## src/rtl/psum_wb_pack.sv

```systemverilog
// psum_wb_pack: write-back packer downstream of psum_wb.
//
// Takes the single-lane signed psum stream and requantizes each psum to a signed
// BIT_OUT activation (round, arithmetic shift, optional ReLU, saturate). It packs
// PACK activations per word, with the first element in the low byte. A small word
// FIFO feeds the activation SRAM through a ready/valid write port that carries an
// auto-incrementing word address. The upstream stream cannot be stalled, so when the
// FIFO is full a push is dropped and the sticky overflow flag is set.
//
// Ports:
//   CLK, RSTn        clock, asynchronous active-low reset
//   i_Start          one-cycle pulse: latch config, clear counters/FIFO/flags, enter RUN
//   i_Shift          right-shift amount (latched on i_Start)
//   i_Relu_En        ReLU enable (latched on i_Start)
//   i_Num_Elems      psums expected this pass (latched on i_Start)
//   i_Data_WB_In     signed psum input
//   i_Valid_WB_In    psum valid
//   o_Wr_Data        FIFO head word
//   o_Wr_Addr        word address of FIFO head
//   o_Wr_Valid       FIFO not empty
//   i_Wr_Ready       SRAM accepts the head word when o_Wr_Valid & i_Wr_Ready
//   o_Busy           pass in progress (state is not IDLE)
//   o_Done           one-cycle pulse at end of pass
//   o_Overflow       sticky: a word was dropped because the FIFO was full
module psum_wb_pack #(
    parameter int unsigned BIT_PSUM   = 32,
    parameter int unsigned BIT_OUT    = 8,
    parameter int unsigned PACK       = 4,
    parameter int unsigned FIFO_DEPTH = 4,
    parameter int unsigned ADDR_W     = 10
) (
    input  logic                    CLK,
    input  logic                    RSTn,
    input  logic                    i_Start,
    input  logic [4:0]              i_Shift,
    input  logic                    i_Relu_En,
    input  logic [ADDR_W+1:0]       i_Num_Elems,
    input  logic [BIT_PSUM-1:0]     i_Data_WB_In,
    input  logic                    i_Valid_WB_In,
    output logic [PACK*BIT_OUT-1:0] o_Wr_Data,
    output logic [ADDR_W-1:0]       o_Wr_Addr,
    output logic                    o_Wr_Valid,
    input  logic                    i_Wr_Ready,
    output logic                    o_Busy,
    output logic                    o_Done,
    output logic                    o_Overflow
);

    localparam int unsigned LANE_W = (PACK > 1) ? $clog2(PACK) : 1;
    localparam int unsigned PTR_W  = (FIFO_DEPTH > 1) ? $clog2(FIFO_DEPTH) : 1;
    localparam int unsigned CNT_W  = PTR_W + 1;
    localparam int unsigned WORD_W = PACK * BIT_OUT;
    localparam int unsigned EXT_W  = BIT_PSUM + 1;
    localparam int unsigned ELEM_W = ADDR_W + 2;

    localparam logic signed [EXT_W-1:0] RND_ONE = 1;
    localparam logic signed [EXT_W-1:0] SAT_MAX = EXT_W'((1 << (BIT_OUT - 1)) - 1);
    localparam logic signed [EXT_W-1:0] SAT_MIN = EXT_W'(-(1 << (BIT_OUT - 1)));

    typedef enum logic [2:0] {StIdle, StRun, StFlush, StDrain, StDone} state_e;

    state_e state_q;
    logic   busy_q, done_q, ovf_q;

    // Latched pass configuration
    logic [4:0]        shift_q;
    logic              relu_q;
    logic [ELEM_W-1:0] num_q;

    // Input acceptance and quantize stage
    logic [ELEM_W-1:0] elem_cnt_q;
    logic              q_valid_q;
    logic [BIT_OUT-1:0] q_byte_q;
    logic [ELEM_W-1:0] q_cnt_q;

    // Packing
    logic [LANE_W-1:0] lane_q;
    logic [WORD_W-1:0] word_q;
    logic [ADDR_W-1:0] addr_q;

    // Word FIFO; the address travels with its word
    logic [WORD_W-1:0] mem_data [FIFO_DEPTH];
    logic [ADDR_W-1:0] mem_addr [FIFO_DEPTH];
    logic [PTR_W-1:0]  wr_ptr_q, rd_ptr_q;
    logic [CNT_W-1:0]  count_q;

    logic                    accept;
    logic signed [EXT_W-1:0] q_ext, q_rnd, q_shd;
    logic [BIT_OUT-1:0]      q_byte_d;
    logic                    pack_en, last_pack, push, push_ok, drop, pop;
    logic [WORD_W-1:0]       pack_word;

    // A start pulse takes priority over anything the old pass would accept.
    assign accept = i_Valid_WB_In && !i_Start && (state_q == StRun) && (elem_cnt_q < num_q);

    // Requantize: round half up, arithmetic shift, optional ReLU, saturate.
    always_comb begin
        q_ext = EXT_W'($signed(i_Data_WB_In));
        q_rnd = q_ext;
        if (shift_q != 5'd0) begin
            q_rnd = q_ext + (RND_ONE <<< (shift_q - 5'd1));
        end
        q_shd = q_rnd >>> shift_q;
        if (relu_q && q_shd[EXT_W-1]) begin
            q_shd = '0;
        end
        if (q_shd > SAT_MAX) begin
            q_byte_d = SAT_MAX[BIT_OUT-1:0];
        end else if (q_shd < SAT_MIN) begin
            q_byte_d = SAT_MIN[BIT_OUT-1:0];
        end else begin
            q_byte_d = q_shd[BIT_OUT-1:0];
        end
    end

    // The final element pushes its word (full or partial) on the same edge it is
    // packed, so FLUSH never holds a pending partial word.
    always_comb begin
        pack_en   = q_valid_q && (state_q == StRun);
        last_pack = pack_en && (q_cnt_q == (num_q - 1'b1));
        push      = pack_en && ((lane_q == LANE_W'(PACK - 1)) || last_pack);
        pop       = (count_q != '0) && i_Wr_Ready;
        // Full plus simultaneous pop frees a slot, so that is not an overflow.
        push_ok   = push && ((count_q != CNT_W'(FIFO_DEPTH)) || pop);
        drop      = push && !push_ok;
        pack_word = word_q;
        for (int l = 0; l < int'(PACK); l++) begin
            if (lane_q == LANE_W'(l)) begin
                pack_word[l*BIT_OUT +: BIT_OUT] = q_byte_q;
            end
        end
    end

    // Control FSM with registered busy/done
    always_ff @(posedge CLK or negedge RSTn) begin
        if (!RSTn) begin
            state_q <= StIdle;
            busy_q  <= 1'b0;
            done_q  <= 1'b0;
        end else begin
            done_q <= 1'b0;
            if (i_Start) begin
                state_q <= StRun;
                busy_q  <= 1'b1;
            end else begin
                case (state_q)
                    StIdle: ;
                    StRun: begin
                        if ((num_q == '0) || last_pack) begin
                            state_q <= StFlush;
                        end
                    end
                    StFlush: state_q <= StDrain;
                    StDrain: begin
                        // Leave on the last pop so o_Done follows it by one cycle.
                        if ((count_q == '0) || ((count_q == CNT_W'(1)) && pop)) begin
                            state_q <= StDone;
                            done_q  <= 1'b1;
                        end
                    end
                    StDone: begin
                        state_q <= StIdle;
                        busy_q  <= 1'b0;
                    end
                    default: begin
                        state_q <= StIdle;
                        busy_q  <= 1'b0;
                    end
                endcase
            end
        end
    end

    // Config, counters, quantize register and packing
    always_ff @(posedge CLK or negedge RSTn) begin
        if (!RSTn) begin
            shift_q    <= '0;
            relu_q     <= 1'b0;
            num_q      <= '0;
            elem_cnt_q <= '0;
            q_valid_q  <= 1'b0;
            q_byte_q   <= '0;
            q_cnt_q    <= '0;
            lane_q     <= '0;
            word_q     <= '0;
            addr_q     <= '0;
            ovf_q      <= 1'b0;
        end else if (i_Start) begin
            shift_q    <= i_Shift;
            relu_q     <= i_Relu_En;
            num_q      <= i_Num_Elems;
            elem_cnt_q <= '0;
            q_valid_q  <= 1'b0;
            q_cnt_q    <= '0;
            lane_q     <= '0;
            word_q     <= '0;
            addr_q     <= '0;
            ovf_q      <= 1'b0;
        end else begin
            q_valid_q <= accept;
            if (accept) begin
                elem_cnt_q <= elem_cnt_q + 1'b1;
                q_byte_q   <= q_byte_d;
            end
            if (pack_en) begin
                q_cnt_q <= q_cnt_q + 1'b1;
                if (push) begin
                    lane_q <= '0;
                    word_q <= '0;
                    // Address advances even on a dropped word.
                    addr_q <= addr_q + 1'b1;
                    if (drop) begin
                        ovf_q <= 1'b1;
                    end
                end else begin
                    lane_q <= lane_q + 1'b1;
                    word_q <= pack_word;
                end
            end
        end
    end

    // FIFO pointers and occupancy
    always_ff @(posedge CLK or negedge RSTn) begin
        if (!RSTn) begin
            wr_ptr_q <= '0;
            rd_ptr_q <= '0;
            count_q  <= '0;
        end else if (i_Start) begin
            wr_ptr_q <= '0;
            rd_ptr_q <= '0;
            count_q  <= '0;
        end else begin
            if (push_ok) begin
                wr_ptr_q <= wr_ptr_q + 1'b1;
            end
            if (pop) begin
                rd_ptr_q <= rd_ptr_q + 1'b1;
            end
            if (push_ok && !pop) begin
                count_q <= count_q + 1'b1;
            end else if (!push_ok && pop) begin
                count_q <= count_q - 1'b1;
            end
        end
    end

    // Storage needs no reset: the head is masked while the FIFO is empty.
    always_ff @(posedge CLK) begin
        if (push_ok && !i_Start) begin
            mem_data[wr_ptr_q] <= pack_word;
            mem_addr[wr_ptr_q] <= addr_q;
        end
    end

    assign o_Wr_Valid = (count_q != '0);
    assign o_Wr_Data  = o_Wr_Valid ? mem_data[rd_ptr_q] : '0;
    assign o_Wr_Addr  = o_Wr_Valid ? mem_addr[rd_ptr_q] : '0;
    assign o_Busy     = busy_q;
    assign o_Done     = done_q;
    assign o_Overflow = ovf_q;

endmodule

```

## config.mk

```make
export PLATFORM = sky130hd
export DESIGN_NAME = psum_wb_pack
export DESIGN_NICKNAME = d
export VERILOG_FILES = /design/src/rtl/psum_wb_pack.sv
export SDC_FILE = /design/constraint.sdc
export NUM_CORES = 1
export LEC_CHECK = 0
export CAP_MARGIN = 25
export CORE_UTILIZATION = 60
export CTS_BUF_LIST = sky130_fd_sc_hd__clkbuf_8 sky130_fd_sc_hd__clkbuf_16
export CTS_CLUSTER_DIAMETER = 150
export DETAILED_ROUTE_END_ITERATION = 16
export GPL_TIMING_DRIVEN = 0
export HOLD_SLACK_MARGIN = 0.08
export PLACE_DENSITY = 0.8
export SYNTH_ARGS = -nofsm -noshare
export SYNTH_HDL_FRONTEND = slang
export SYNTH_SLANG_ARGS = --single-unit
```

## constraint.sdc

```tcl
create_clock -name CLK -period 14.24 [get_ports CLK]
set_clock_uncertainty 0.1 [all_clocks]
set_input_delay 2.136 -clock CLK [delete_from_list [all_inputs] [get_ports CLK]]
set_output_delay 2.136 -clock CLK [all_outputs]
set_load 0.02 [all_outputs]
```

==> run summary <==
outcome = complete, no violations
largest driver fanout on the critical path = 10
peak supply drop = 0.0979 mV
period utilisation layout = 0.566
total count of max-transition violations in the final report = 0
max-cap viol count = 0
area used by multi-input combinational logic = 0.00936 mm2
Max Freq = 0.124 GHz
overall fraction of global-route tracks in use = 0.419
detailed-route DRC error count = 0
summed instance area of the synthesized netlist = 0.0177 mm2
area of the die = 0.0302 mm2
net count after synthesis = 1,829
buffers from clock root to sink, at most = 3
hold-critical path depth = 1
destination of the worst hold path = o_Busy$_DFFE_PN0P_
synthesis-stage register bit count = 276
Site Rows = 62
number of fill cells = 2,035
number of enable flip-flop cells after synthesis = 168
startpoint type of the worst setup path = flop
reg-to-reg critical path startpoint = shift_q[2]$_DFFE_PN0P_
Worst-Margin Slew = 1.06 ns
R2R setup slack = 6.18 ns
hold buffer count at CTS = 0
Rel. slew slack = 0.292
share of final-layout standard cells stronger than drive strength 1 = 0.119
Finish-stage setup viols = 0
synthesized area per cell = 10.3 um2
required time of the worst setup path = 14.61 ns
dominant synthesized flop cell = edfxtp_1
quantity of I/O buffers inserted on ports = 100
startpoint of the tightest hold check path = o_Busy$_DFFE_PN0P_
Initial Util = 0.614
FF+latch area = 0.00775 mm2
Antenna Violating Nets Remaining = 0
Ant. Diodes = 0
final-report hold violation count = 0
total number of vias = 16.0k
Post-Synthesis Cells = 1,713
sequential share of the synthesized area = 0.437
Final Routed Wirelength = 62,900 um
post-route worst setup slack = 6.18 ns
Worst-path clk slew = 0.06 ns
placeable core region = 0.0289 mm2
placement-stage worst setup slack = 6.57 ns
num ports = 101
later-pin clock latency in the skew report = 0.56 ns
CP arrival = 8.43 ns
synthesis warning total = 0
global-route wire length before repair = 96,100 um
final weighted congestion in routability-driven placement = 1.02
largest net degree at the start of global routing = 58
Vias per Instance = 7.11
nets@finish = 1,965
DIE WIDTH = 174 um
Layout Area Growth over Synthesis = 14.3%
setup repair after global routing missed its margin = no
Die H = 174 um
H-tree depth = 1
Setup Crit Path Kind = flop to flop
antenna violations before repair = 0
initial DRC count = 2,286
global route overflow = 0
length of the first detailed-routing pass in iterations = 6
number of global-route vias before repair = 15.9k
share of synthesized registers carrying an async set or reset = 0.391
post-CTS setup buffers = 0
total CTS buffers = 28
detail-routed net length per standard cell = 27.9 um
HPWL after DPL = 44,400 um
leakage dissipation = 7.54 nW
number of clock sinks = 276
final setup TNS = 0 ns
clock root buffer master = clkbuf_16
Final min period = 8.06 ns
Worst Hold Class = flop to flop
number of distinct library cells after synthesis = 117
Critical Path Sink Type = flop
logic depth of the worst register-to-register path = 24
capture instance of the worst register-to-register path = q_byte_q[4]$_DFFE_PN0P_
cells resized by post-CTS repair = 0
pwr dens = 127 mW/mm2
clock tree from TritonCTS = built
[power breakdown]
part,internal [W],switching [W],leakage [nW]
Combinational,0.000378,0.000559,4.19
Sequential,0.000874,0.0000249,2.87
Clock,0.000423,0.000317,0.485
[worst max-delay path by stage]
stage | startpoint | slack, ns | cells after the start | to
after floorplan | i_Data_WB_In[0] | 8.28 | 17 | q_byte_q[4]$_DFFE_PN0P_
after global routing | shift_q[2]$_DFFE_PN0P_ | 6.08 | 24 | q_byte_q[4]$_DFFE_PN0P_
after detailed placement | i_Data_WB_In[0] | 6.57 | 18 | q_byte_q[4]$_DFFE_PN0P_
final | shift_q[2]$_DFFE_PN0P_ | 6.18 | 24 | q_byte_q[4]$_DFFE_PN0P_
after CTS | shift_q[2]$_DFFE_PN0P_ | 6.60 | 24 | q_byte_q[4]$_DFFE_PN0P_
after global placement | i_Data_WB_In[0] | 6.47 | 18 | q_byte_q[4]$_DFFE_PN0P_
[placed cells by master (no fill, tap or decap), types with 24 or more instances in the layout]
| cell | n |
|---|---|
| nor2_1 | 173 |
| edfxtp_1 | 168 |
| nand2_1 | 161 |
| dfrtp_1 | 108 |
| clkdlybuf4s50_1 | 99 |
| a21oi_1 | 82 |
| o21ai_0 | 77 |
| clkbuf_1 | 75 |
| ha_1 | 60 |
| and2_1 | 54 |
| mux4_2 | 45 |
| inv_1 | 44 |
| mux2_2 | 39 |
| nor3_1 | 39 |
| xor2_1 | 37 |
| a32o_1 | 34 |
| xnor2_1 | 33 |
| nand3_1 | 32 |
| clkbuf_16 | 28 |
| o21ai_1 | 27 |
| mux2i_1 | 25 |
| nand4_1 | 24 |
[critical path: stages (launching register included)]
cell       delay [ns]
dfrtp_1          0.36
buf_2            0.18
inv_1            0.12
clkbuf_1         0.43
buf_1            0.60
clkbuf_1         0.58
nand3_1          0.28
nor2_1           0.18
ha_1             0.23
inv_1            0.06
fa_1             0.42
nand2b_1         0.21
a21o_1           0.23
a21oi_1          0.53
nor2_1           0.11
o32ai_1          0.74
a21oi_1          0.21
a221o_1          0.36
a221oi_2         0.53
o311ai_1         0.21
a211oi_1         0.34
a41oi_1          0.23
o31ai_4          0.41
and2_1           0.19
o2bb2ai_2        0.10
[registers in the layout, summed over array words and instances (netlist names)]
register / cells
state_q: 3
elem_cnt_q: 12
num_q: 12
q_byte_q: 8
q_cnt_q: 12
count_q: 3
o_Done: 1
relu_q: 1
o_Busy: 1
wr_ptr_q: 2
lane_q: 2
shift_q: 5
q_valid_q: 1
word_q: 32
rd_ptr_q: 2
o_Overflow: 1
mem_data: 128
mem_addr: 40
addr_q: 10
[metrics by stage]
stage,cell area [um2],instances,util,hold slack [ns],total power [W]
final,20300,2255,0.702,0.384,0.00258
after global routing,20300,2255,0.702,0.396,0.00266
after CTS,20200,2254,0.701,0.386,0.00255
after floorplan,17700,1713,-,0.362,0.00146
after detailed placement,19300,2202,0.669,0.375,0.00180
after global placement,19200,2197,0.665,0.363,0.00178
[per-layer routing]
layer | up-vias | part of all wire | track usage
li1 | 6791 | - | -
met1 | 7804 | 0.38 | 0.549
met2 | 1159 | 0.47 | 0.679
met3 | 278 | 0.099 | 0.0737
met4 | 0 | 0.057 | 0.200
met5 | - | 0 | 0
[kinds of logic (layout without fill, tap and decap cells)]
| logic type | after synthesis | in the layout | share of synthesized area |
|---|---|---|---|
| flops | 276 | 276 | 0.437 |
| mux | 110 | 110 | 0.0968 |
| simple gates | 591 | 591 | 0.164 |
| buf+inv | 149 | 307 | 0.0348 |
| xor+xnor | 71 | 71 | 0.0355 |
| compound gates | 455 | 455 | 0.188 |
| fa+ha+maj | 61 | 61 | 0.0435 |
[layout make-up]
class                   count  share of cell area
inverters                  37             0.00686
well taps                 384              0.0237
clock inverters            22             0.00982
flip-flops and latches    276               0.383
plain buffers             112              0.0235
clock buffers              30              0.0360
multi-input cells        1288               0.462
repair buffers            106              0.0553
[Yosys cell counts, drive strengths merged, types with 33 or more instances]
cell type | n | area, um2
nor2 | 176 | 673
edfxtp | 168 | 5040
nand2 | 163 | 617
dfrtp | 108 | 2700
o21ai | 105 | 529
a21oi | 86 | 445
clkbuf | 75 | 282
ha | 60 | 751
and2 | 59 | 369
mux4 | 45 | 1010
nor3 | 41 | 228
mux2 | 40 | 450
xor2 | 38 | 340
buf | 37 | 195
inv | 36 | 135
a32o | 34 | 340
nand3 | 33 | 170
xnor2 | 33 | 289
(Power assumes the default switching activity.)
